===== config.mk =====
export PLATFORM = sky130hd
export DESIGN_NAME = rs_register_bank
export DESIGN_NICKNAME = d
export VERILOG_FILES = /design/src/rtl/rs_register_bank.sv
export SDC_FILE = /design/constraint.sdc
export NUM_CORES = 1
export LEC_CHECK = 0
export ABC_AREA = 1
export BUFFER_PORTS_ARGS = -buffer_cell sky130_fd_sc_hd__clkbuf_2
export CORE_MARGIN = 2
export CORE_UTILIZATION = 35
export CTS_BUF_LIST = sky130_fd_sc_hd__clkbuf_4 sky130_fd_sc_hd__clkbuf_8
export CTS_CLUSTER_DIAMETER = 60
export CTS_CLUSTER_SIZE = 40
export DETAILED_ROUTE_END_ITERATION = 12
export PLACE_DENSITY = 0.61
export SLEW_MARGIN = 25
export SYNTH_ARGS = -nofsm -noshare
export SYNTH_HDL_FRONTEND = slang
export SYNTH_SLANG_ARGS = --single-unit

===== constraint.sdc =====
create_clock -name clk -period 1.4 [get_ports clk]
set_clock_uncertainty 0.05 [all_clocks]
set_input_delay 0 -clock clk [delete_from_list [all_inputs] [get_ports clk]]
set_output_delay 0 -clock clk [all_outputs]
set_load 0.05 [all_outputs]

===== src/rtl/rs_register_bank.sv =====
// Bank of WIDTH clocked RS storage bits with a shared enable, runtime-selectable
// resolution of the r=s=1 case, sticky per-bit violation flags and a saturating
// violation counter.
module rs_register_bank #(
  parameter int unsigned      WIDTH  = 8,
  parameter int unsigned      CNT_W  = 4,
  parameter logic [WIDTH-1:0] INIT_Q = '0
) (
  input  logic             clk,
  input  logic             rst_n,
  input  logic             enable,
  input  logic [WIDTH-1:0] r,
  input  logic [WIDTH-1:0] s,
  input  logic [1:0]       mode,
  input  logic             clr_err,
  output logic [WIDTH-1:0] q,
  output logic [WIDTH-1:0] q_n,
  output logic [WIDTH-1:0] changed,
  output logic [WIDTH-1:0] err_flag,
  output logic [CNT_W-1:0] err_count,
  output logic             err_any
);

  localparam logic [CNT_W-1:0] CntMax = '1;

  logic [WIDTH-1:0] q_q, q_d;
  logic [WIDTH-1:0] changed_q, changed_d;
  logic [WIDTH-1:0] err_flag_q, err_flag_d;
  logic [CNT_W-1:0] err_count_q, err_count_d;
  logic [WIDTH-1:0] collide;
  logic [WIDTH-1:0] resolved;

  assign collide = r & s;

  // Value a colliding bit takes, chosen by the current mode.
  always_comb begin
    resolved = q_q;
    case (mode)
      2'b00:   resolved = q_q;
      2'b01:   resolved = '1;
      2'b10:   resolved = '0;
      default: resolved = ~q_q;
    endcase
  end

  // Next-state for storage, change pulses and error tracking.
  always_comb begin
    q_d         = q_q;
    changed_d   = '0;
    err_flag_d  = err_flag_q;
    err_count_d = err_count_q;
    if (enable) begin
      // Hold where r=s=0, set-only, reset-only, and mode-resolved collisions.
      q_d       = (q_q & ~r & ~s) | (s & ~r) | (collide & resolved);
      changed_d = q_d ^ q_q;
    end
    // Clear wins over a violation on the same edge.
    if (clr_err) begin
      err_flag_d  = '0;
      err_count_d = '0;
    end else if (enable) begin
      err_flag_d = err_flag_q | collide;
      if (|collide && err_count_q != CntMax) begin
        err_count_d = err_count_q + CNT_W'(1);
      end
    end
  end

  // State registers with synchronous active-low reset.
  always_ff @(posedge clk) begin
    if (!rst_n) begin
      q_q         <= INIT_Q;
      changed_q   <= '0;
      err_flag_q  <= '0;
      err_count_q <= '0;
    end else begin
      q_q         <= q_d;
      changed_q   <= changed_d;
      err_flag_q  <= err_flag_d;
      err_count_q <= err_count_d;
    end
  end

  assign q         = q_q;
  assign q_n       = ~q_q;
  assign changed   = changed_q;
  assign err_flag  = err_flag_q;
  assign err_count = err_count_q;
  assign err_any   = |err_flag_q;

endmodule


==> results.txt <==
critical path required time - 1350 ps
share of the synthesized area in the top cell type - 0.406
max-cap violations - 0
DPL Wire Length - 2580 µm
CP Max Fanout - 3
Hold WS - 14.1 ps
Final Power - 1890 µW
Final Wtd Congestion - 0.838
crit share post-route - 0.915
combinational family with the most area after synthesis - simple AND/OR/NAND/NOR gates
clock share of power - 0.262
DRC - 0
clock slew at reported path FFs - 90 ps
Worst setup SP type - flip-flop
Peak supply drop - 765 µV
Slew headroom - 0.499
Total Wirelength - 3340 µm
CTS tree - yes
Final #Nets - 282
Post-Syn Instances - 201
post-DR wirelength/cell - 10.9 µm
Root Driver - clkbuf_8
n_diodes - 0
Yosys warnings - 0
number of synthesized flops with an enable pin - 0
min Tclk post-route - 1280 ps
largest net degree at the start of global routing - 24
Leakage Power - 0.000940 µW
sw frac - 0.352
Final Util - 0.479
sequential power share - 0.466
Post-Synth Adder-Cell Area - 0.00907
CP Capture Type - output pin
DIE WIDTH - 66.8 µm
via count - 1448
CTS sink cnt - 28
Setup CP Type - reg2out
Synth cell types - 20
Hold Buf Count CTS - 0
htree depth - 1
share of cells above drive strength 1 - 0.306
mux share of post-synthesis cell area - 0
I/O Buffers - 58
final setup fails - 0
CTS Buf Count - 3
worst min path class - in2reg
f_max - 0.781 GHz
setup TNS - 0 ps
mapped cell area - 0.00138 mm²
NetSw - 664 µW
status - finished clean
worst-margin pin slew - 749 ps
FFs w/ async S/R, synth - 0
core area - 0.00372 mm²
Layout area overhead - 29.0%
CP arrival - 1230 ps
final hold violations - 0
global-route wire length before repair - 5510 µm
top cells by count, synth - nand2_1 (51), inv_1 (29), dfxtp_1 (28)
Initial Util - 0.371
top cells by area, synth - dfxtp_1 (41%), nand2_1 (14%), inv_1 (7.9%), a21oi_1 (7.3%), nand3_1 (4.7%)
DP Area - 0.00173 mm²
GRT Total Usage - 0.161
TritonRoute pass-1 iters - 4
gr ovfl total - 0
#FFs+latches synth - 28
syn nets - 224
Power Dens Cells - 1060 mW/mm²
Compound-Gate Fraction of Synth Area - 0.214
Synth Area per Inst - 6.87 µm²
design area - 0.00178 mm²
Comb power frac - 0.272
DIE AREA - 0.00446 mm²
iteration-0 DRC count of the detailed router - 51
worst skew pair latency - 270 ps
fin. max-slew vios - 0
CTS max path bufs - 2
DRT antenna net count - 0
num rows - 22
register area share after synthesis - 0.406
Boundary Pins - 59
post-synthesis simple-gate area fraction - 0.257
RSZ-0062 raised after global routing - false
post-synth top area cell - dfxtp_1
chip height - 66.8 µm
XOR/XNOR Fraction of Synth Area - 0
DR vias/cell - 4.73
Top FF cell, synth - dfxtp_1
internal power - 1220 µW
antenna violations before repair - 0
vias in the first global route - 1276
most common cell in the netlist - nand2_1
[worst max-delay path, cell delays in order (launching register included)]
cell and delay [ps]:
dfxtp_1 340, nor4_1 300, nand3_1 100, buf_2 220
[power groups by stage]
stage | clock (µW) | sequential [µW] | combinational (µW)
2_1_floorplan | 0 | 1030 | 253
3_3_place_gp | 0 | 895 | 514
3_5_place_dp | 0 | 896 | 514
4_1_cts | 526 | 878 | 516
5_1_grt | 558 | 886 | 561
6_report | 494 | 877 | 513
[flip-flops by register name (all words and copies together) (netlist names)]
register   count
changed        8
err_count      4
err_flag       8
q              8
[cell type report]
| type | count | area, µm² |
|---|---|---|
| timing repair buffer | 58 | 290 |
| tap | 48 | 60.1 |
| multi-input combinational | 136 | 663 |
| clock buffer | 4 | 55.1 |
| fill | 387 | 1940 |
| inverter | 32 | 131 |
| sequential | 28 | 581 |
[final timing paths]
path,start,endpoint,slack [ps],depth (start not counted)
max,err_flag[3],err_any,120,3
min,s[2],changed[2],10,4
max reg2reg,err_count[0],err_count[1],160,8
min reg2reg,err_flag[5],err_flag[5],450,1
[repair_timing]
action	in CTS	in global routing
endpoints found under the setup margin	0	1
gates resized for setup	0	1
setup buffers	0	0
[routing by layer]
layer | wire [µm] | vias to the layer above | GRT usage | part of all wire
li1 | - | 765 | - | -
met1 | 1650 | 633 | 0.201 | 0.49
met2 | 1450 | 48 | 0.281 | 0.44
met3 | 220 | 2 | 0.0456 | 0.066
met4 | 18 | 0 | 0.0230 | 0.0054
met5 | 0 | - | 0 | 0
[cell families after synthesis]
kind of cell / Yosys count
AO/OA/AOI/OAI: 49
AND/OR/NAND/NOR: 86
adder cells (fa/ha/maj): 1
buffers and inverters: 37
flip-flops: 28
[placed cells by master (no fill, tap or decap)]
master	synthesis	final
dfxtp_2	0	7
nand2_1	51	51
o21bai_1	8	8
dfxtp_4	0	3
inv_1	29	26
a21boi_0	1	1
ha_1	1	1
clkinvlp_4	0	3
o21a_1	7	7
nor2_1	15	15
nand4_1	4	4
nand3_1	13	13
o211ai_1	4	4
nor4_1	1	1
o21ai_0	9	9
clkbuf_2	0	57
buf_2	2	1
a21oi_1	20	20
nor3_1	1	1
dfxtp_1	28	18
nand2_2	1	1
inv_2	3	3
clkbuf_8	0	4
[metrics by stage]
step | setup WS [ps] | std cells
after floorplan | 25.3 | 201
after global placement | 203 | 302
after detailed placement | 186 | 302
after CTS | 54.5 | 306
after global routing | 23.8 | 306
final | 120 | 306
(Power assumes the default switching activity.)
